<file path="src/rtl/mode_mux.sv">
// Four-requester byte multiplexer with selectable fixed-priority / round-robin arbitration.
// Build option MODE_MUX_HOLD_EN: data_out holds its last value on idle cycles instead of clearing.
module mode_mux (
  input  logic       clk,
  input  logic       rst,
  input  logic [3:0] req,
  input  logic [7:0] data_in0,
  input  logic [7:0] data_in1,
  input  logic [7:0] data_in2,
  input  logic [7:0] data_in3,
  input  logic       mode,
  output logic [3:0] grant,
  output logic [7:0] data_out
);

  logic [1:0] last;
  logic [1:0] pick;
  logic [1:0] idx;
  logic       found;
  logic [7:0] pick_data;

  // Loops scan in reverse search order so the first match in search order is the last one written.
  always_comb begin
    pick  = 2'd0;
    found = 1'b0;
    idx   = 2'd0;
    if (!mode) begin
      for (int i = 3; i >= 0; i--) begin
        if (req[i]) begin
          pick  = 2'(i);
          found = 1'b1;
        end
      end
    end else begin
      for (int k = 4; k >= 1; k--) begin
        idx = last + 2'(k);
        if (req[idx]) begin
          pick  = idx;
          found = 1'b1;
        end
      end
    end
  end

  always_comb begin
    pick_data = 8'h00;
    case (pick)
      2'd0: pick_data = data_in0;
      2'd1: pick_data = data_in1;
      2'd2: pick_data = data_in2;
      2'd3: pick_data = data_in3;
      default: pick_data = 8'h00;
    endcase
  end

  // last resets to 3 so the first round-robin search begins at requester 0.
  always_ff @(posedge clk) begin
    if (!rst) begin
      grant    <= 4'b0000;
      data_out <= 8'h00;
      last     <= 2'd3;
    end else if (found) begin
      grant    <= 4'b0001 << pick;
      data_out <= pick_data;
      last     <= pick;
    end else begin
      grant    <= 4'b0000;
`ifdef MODE_MUX_HOLD_EN
      data_out <= data_out;
`else
      data_out <= 8'h00;
`endif
    end
  end

endmodule

</file>
<file path="config.mk">
export PLATFORM = sky130hd
export DESIGN_NAME = mode_mux
export DESIGN_NICKNAME = d
export VERILOG_FILES = /design/src/rtl/mode_mux.sv
export SDC_FILE = /design/constraint.sdc
export NUM_CORES = 1
export LEC_CHECK = 0
export ABC_AREA = 1
export CORE_ASPECT_RATIO = 1.75
export CORE_MARGIN = 3
export CORE_UTILIZATION = 25
export CTS_BUF_LIST = sky130_fd_sc_hd__clkbuf_8
export DETAILED_ROUTE_END_ITERATION = 8
export GPL_TIMING_DRIVEN = 1
export HOLD_SLACK_MARGIN = 0.02
export PLACE_DENSITY = 0.56
export SYNTH_ARGS = -nofsm -noshare
export SYNTH_HDL_FRONTEND = slang
export SYNTH_SLANG_ARGS = --single-unit
</file>
<file path="constraint.sdc">
create_clock -name clk -period 1.7 [get_ports clk]
set_input_delay 0.255 -clock clk [delete_from_list [all_inputs] [get_ports clk]]
set_output_delay 0.255 -clock clk [all_outputs]
set_load 0.01 [all_outputs]
</file>
==> impl_metrics.py <==
metrics = {
    "run_status": {
        "violations": "setup timing",
        "status": "finished, violations left",
    },
    "yosys": {
        "ys_warn_count": 0,
        "ys_top_cells_by_count": "nand2_1 (46), inv_1 (17), nand3_1 (17), dfxtp_1 (14)",
        "synthesis.nets": 197,
        "ys_ff_latch": 14,
        "synth_edf_count": 0,
        "synth_top_flop_cell": "dfxtp_1",
        "yosysTopAreaCellShare_pct": 26.70,
        "synth_cell_types": 23,
        "post-synth-top-count-cell": "nand2_1",
        "syn-instance-count": 158,
        "avgSynthCellArea_um2": 6.644,
        "synth.area.top_cells": "dfxtp_1 (27%), nand2_1 (16%), nand3_1 (8.1%)",
        "yosys.area.top_type": "dfxtp_1",
        "seq_area_frac_synth_pct": 26.70,
        "synth_area_mm2": 0.001050,
        "async_reset_ff_share_pct": 0,
    },
    "timing": {
        "finalSetupTns_ns": -0.03188,
        "finalHoldViolations": 0,
        "period_share_pct": 101.1,
        "fin_crit_ns": 1.718,
        "slew_viol_final": 0,
        "worst_pin_slew_ns": 0.5042,
        "finalWorstSetupSlack_ns": -0.01804,
        "relSlewSlack_pct": 66.26,
        "setup_viol_count_final": 2,
        "fin_skew_ns": 0.004601,
        "max_freq_mhz": 582.1,
        "grt_setup_unrepaired": "true",
        "hold_ws_ns": 0.5820,
    },
    "global_route": {
        "grt_max_degree": 19,
        "grt_pass1_vias": 1240,
        "overflow": 0,
        "grt_usage_pct": 14.26,
        "grt_pass1_wl_um": 5299,
        "antenna_found_initial": 0,
    },
    "cells_and_area": {
        "num-fill-cells": 431,
        "drive_above_1_share_pct": 36.24,
        "nets": 269,
        "final_util_pct": 48.93,
        "layout.cells.non_filler": 277,
        "syn2layout_area_growth_pct": 85.46,
        "diodes": 0,
    },
    "clock_network": {
        "cts.htree.levels": 1,
        "post_cts_buffers": 0,
        "cts_buffers": 3,
        "clkTransAtPathRegs_ns": 0.06,
        "cts_tree": "done",
        "cts_hold_buf": 0,
        "clk_latency_ns": 0.25,
        "clockBufferDepth": 2,
        "clock-root-buffer": "clkbuf_8",
        "cts_sinks": 14,
    },
    "floorplanning": {
        "start_util_pct": 26.38,
        "die_h_um": 91.72,
        "std_cell_rows": 30,
        "die_area_mm2": 0.005043,
        "io_pins": 51,
        "chipWidth_um": 54.99,
        "core_area_mm2": 0.003979,
    },
    "worst_setup_path": {
        "cp_max_fo": 7,
        "arrival_ns": 1.87,
        "max_stage_delay_ns": 0.33,
        "cp-start-kind": "register",
        "cp_common_cell": "nand2_2",
        "path_class": "reg2reg",
        "critPathBufInv": 3,
        "critPathTopFamily": "simple AND/OR/NAND/NOR gates",
        "crit_path_end_kind": "register",
        "crit_path_top_delay_cell": "dfxtp_2",
        "cp.required_ns": 1.85,
        "worstPathCellList": "buf_6, inv_8, nand2_4, nand2_2, nand2_2, nand2_2, nand2_2, nand2_2, nand2_2, nand3_4, nand2_8, o21bai_2, nand3_1, nand2_1, inv_1",
    },
    "flow_run": {
        "maxCapViolations": 0,
    },
    "place": {
        "dpl.hpwl_um": 2529,
        "gp_congestion": 0.9134,
        "placedCellCount": 270,
        "place.port_buffers": 50,
    },
    "detailed_routing": {
        "initialDrtViolationCount": 46,
        "vias_per_cell": 4.596,
        "wire_per_inst_um": 12.44,
        "firstDrtPassIters": 4,
        "wl_um": 3446,
        "via_count": 1273,
        "ant_nets": 0,
        "drc": 0,
    },
    "pwr": {
        "switchingPower_uw": 574.0,
        "power_density_mw_per_mm2": 808.1,
        "switching_share_pct": 36.48,
        "irDropWorstVdd_mv": 0.4046,
        "p_leak_uw": 0.0009238,
        "seqPwrFrac_pct": 25.1,
        "p_clk_share_pct": 21.0,
        "combPwrFrac_pct": 53.8,
        "p_int_uw": 999.4,
    },
    "worst_hold_path": {
        "hold_class": "in2reg",
    },
}
-- worst min-delay path, stage by stage --
cell	delay [ns]
clkdlybuf4s50_1	0.40
nand2_1	0.06
a21oi_1	0.05
-- stage by stage --
stage | worst slack [ns] | cell area, µm² | total power, µW
4_1_cts | -0.02262 | 1918 | 1567
3_5_place_dp | -0.4057 | 1703 | 1108
2_1_floorplan | 0.1079 | 1050 | 823.6
3_3_place_gp | -0.4087 | 1703 | 1102
6_report | -0.01804 | 1947 | 1573
5_1_grt | -0.1216 | 1947 | 1663
-- cells in the final DEF (no fill, tap or decap) --
master           Yosys  routed
a21oi_1              5       5
buf_4                0      15
buf_6                2       5
clkbuf_8             0       4
clkdlybuf4s50_1      0      46
dfxtp_1             14      12
dfxtp_2              0       2
dlygate4sd2_1        0       4
inv_1               17      13
inv_2                9      13
inv_8                0       1
nand2_1             46      31
nand2_2              9      20
nand2_4              1       5
nand2_8              0       3
nand3_1             17      15
nand3_2              1       3
nand3_4              1       1
nand3b_1             6       6
nand4_1              6       6
nor2_1               3       3
nor2_4               1       1
nor3_1               3       1
nor3_2               0       2
o211ai_1             2       2
o21ai_1              2       2
o21ai_4              0       2
o21bai_2             6       4
o21bai_4             0       2
-- repair_timing --
action                                  4_1_cts  5_1_grt
cloned                                        3        0
resized for setup                            38        9
endpoints found under the setup margin       12       12
pin swaps                                    16       11
-- area by class of cell --
cell class	instances	area, µm²	share of cell area [%]
multi-input cells	114	775.7	39.85
repair buffers	70	664.4	34.13
well taps	48	60.06	3.085
clock buffers	4	55.05	2.828
flip-flops and latches	14	282.8	14.52
inverters	27	108.9	5.591
-- cells by family after synthesis --
kind of cell           synth area share, %
flip-flops                           26.70
AO/OA/AOI/OAI                        12.87
AND/OR/NAND/NOR                      45.05
buffers and inverters                15.37
-- final timing paths --
check               from           to  slack (ns)  cells after the start
min          data_in3[7]  data_out[7]        0.58                      3
min reg2reg      last[1]      last[1]        0.60                      2
max reg2reg      last[0]  data_out[1]       -0.02                     15
max              last[0]  data_out[1]       -0.02                     15
-- layer usage --
metal	wire (µm)	GRT usage, %
met1	1247	14.61
met2	1960	26.09
met3	171	2.439
met4	66	6.288
met5	0	0
-- power by group through the flow --
stage | logic (µW) | registers (µW) | clock network [µW]
6_report | 847 | 395 | 331
5_1_grt | 915 | 400 | 347
4_1_cts | 832 | 396 | 339
3_5_place_dp | 709 | 399 | 0
3_3_place_gp | 704 | 398 | 0
2_1_floorplan | 402 | 422 | 0
-- flip-flops by register name, indices dropped and copies added, names as in the netlist --
name,flops
data_out,8
grant,4
last,2
No activity file was read; power rests on OpenSTA's default activity.
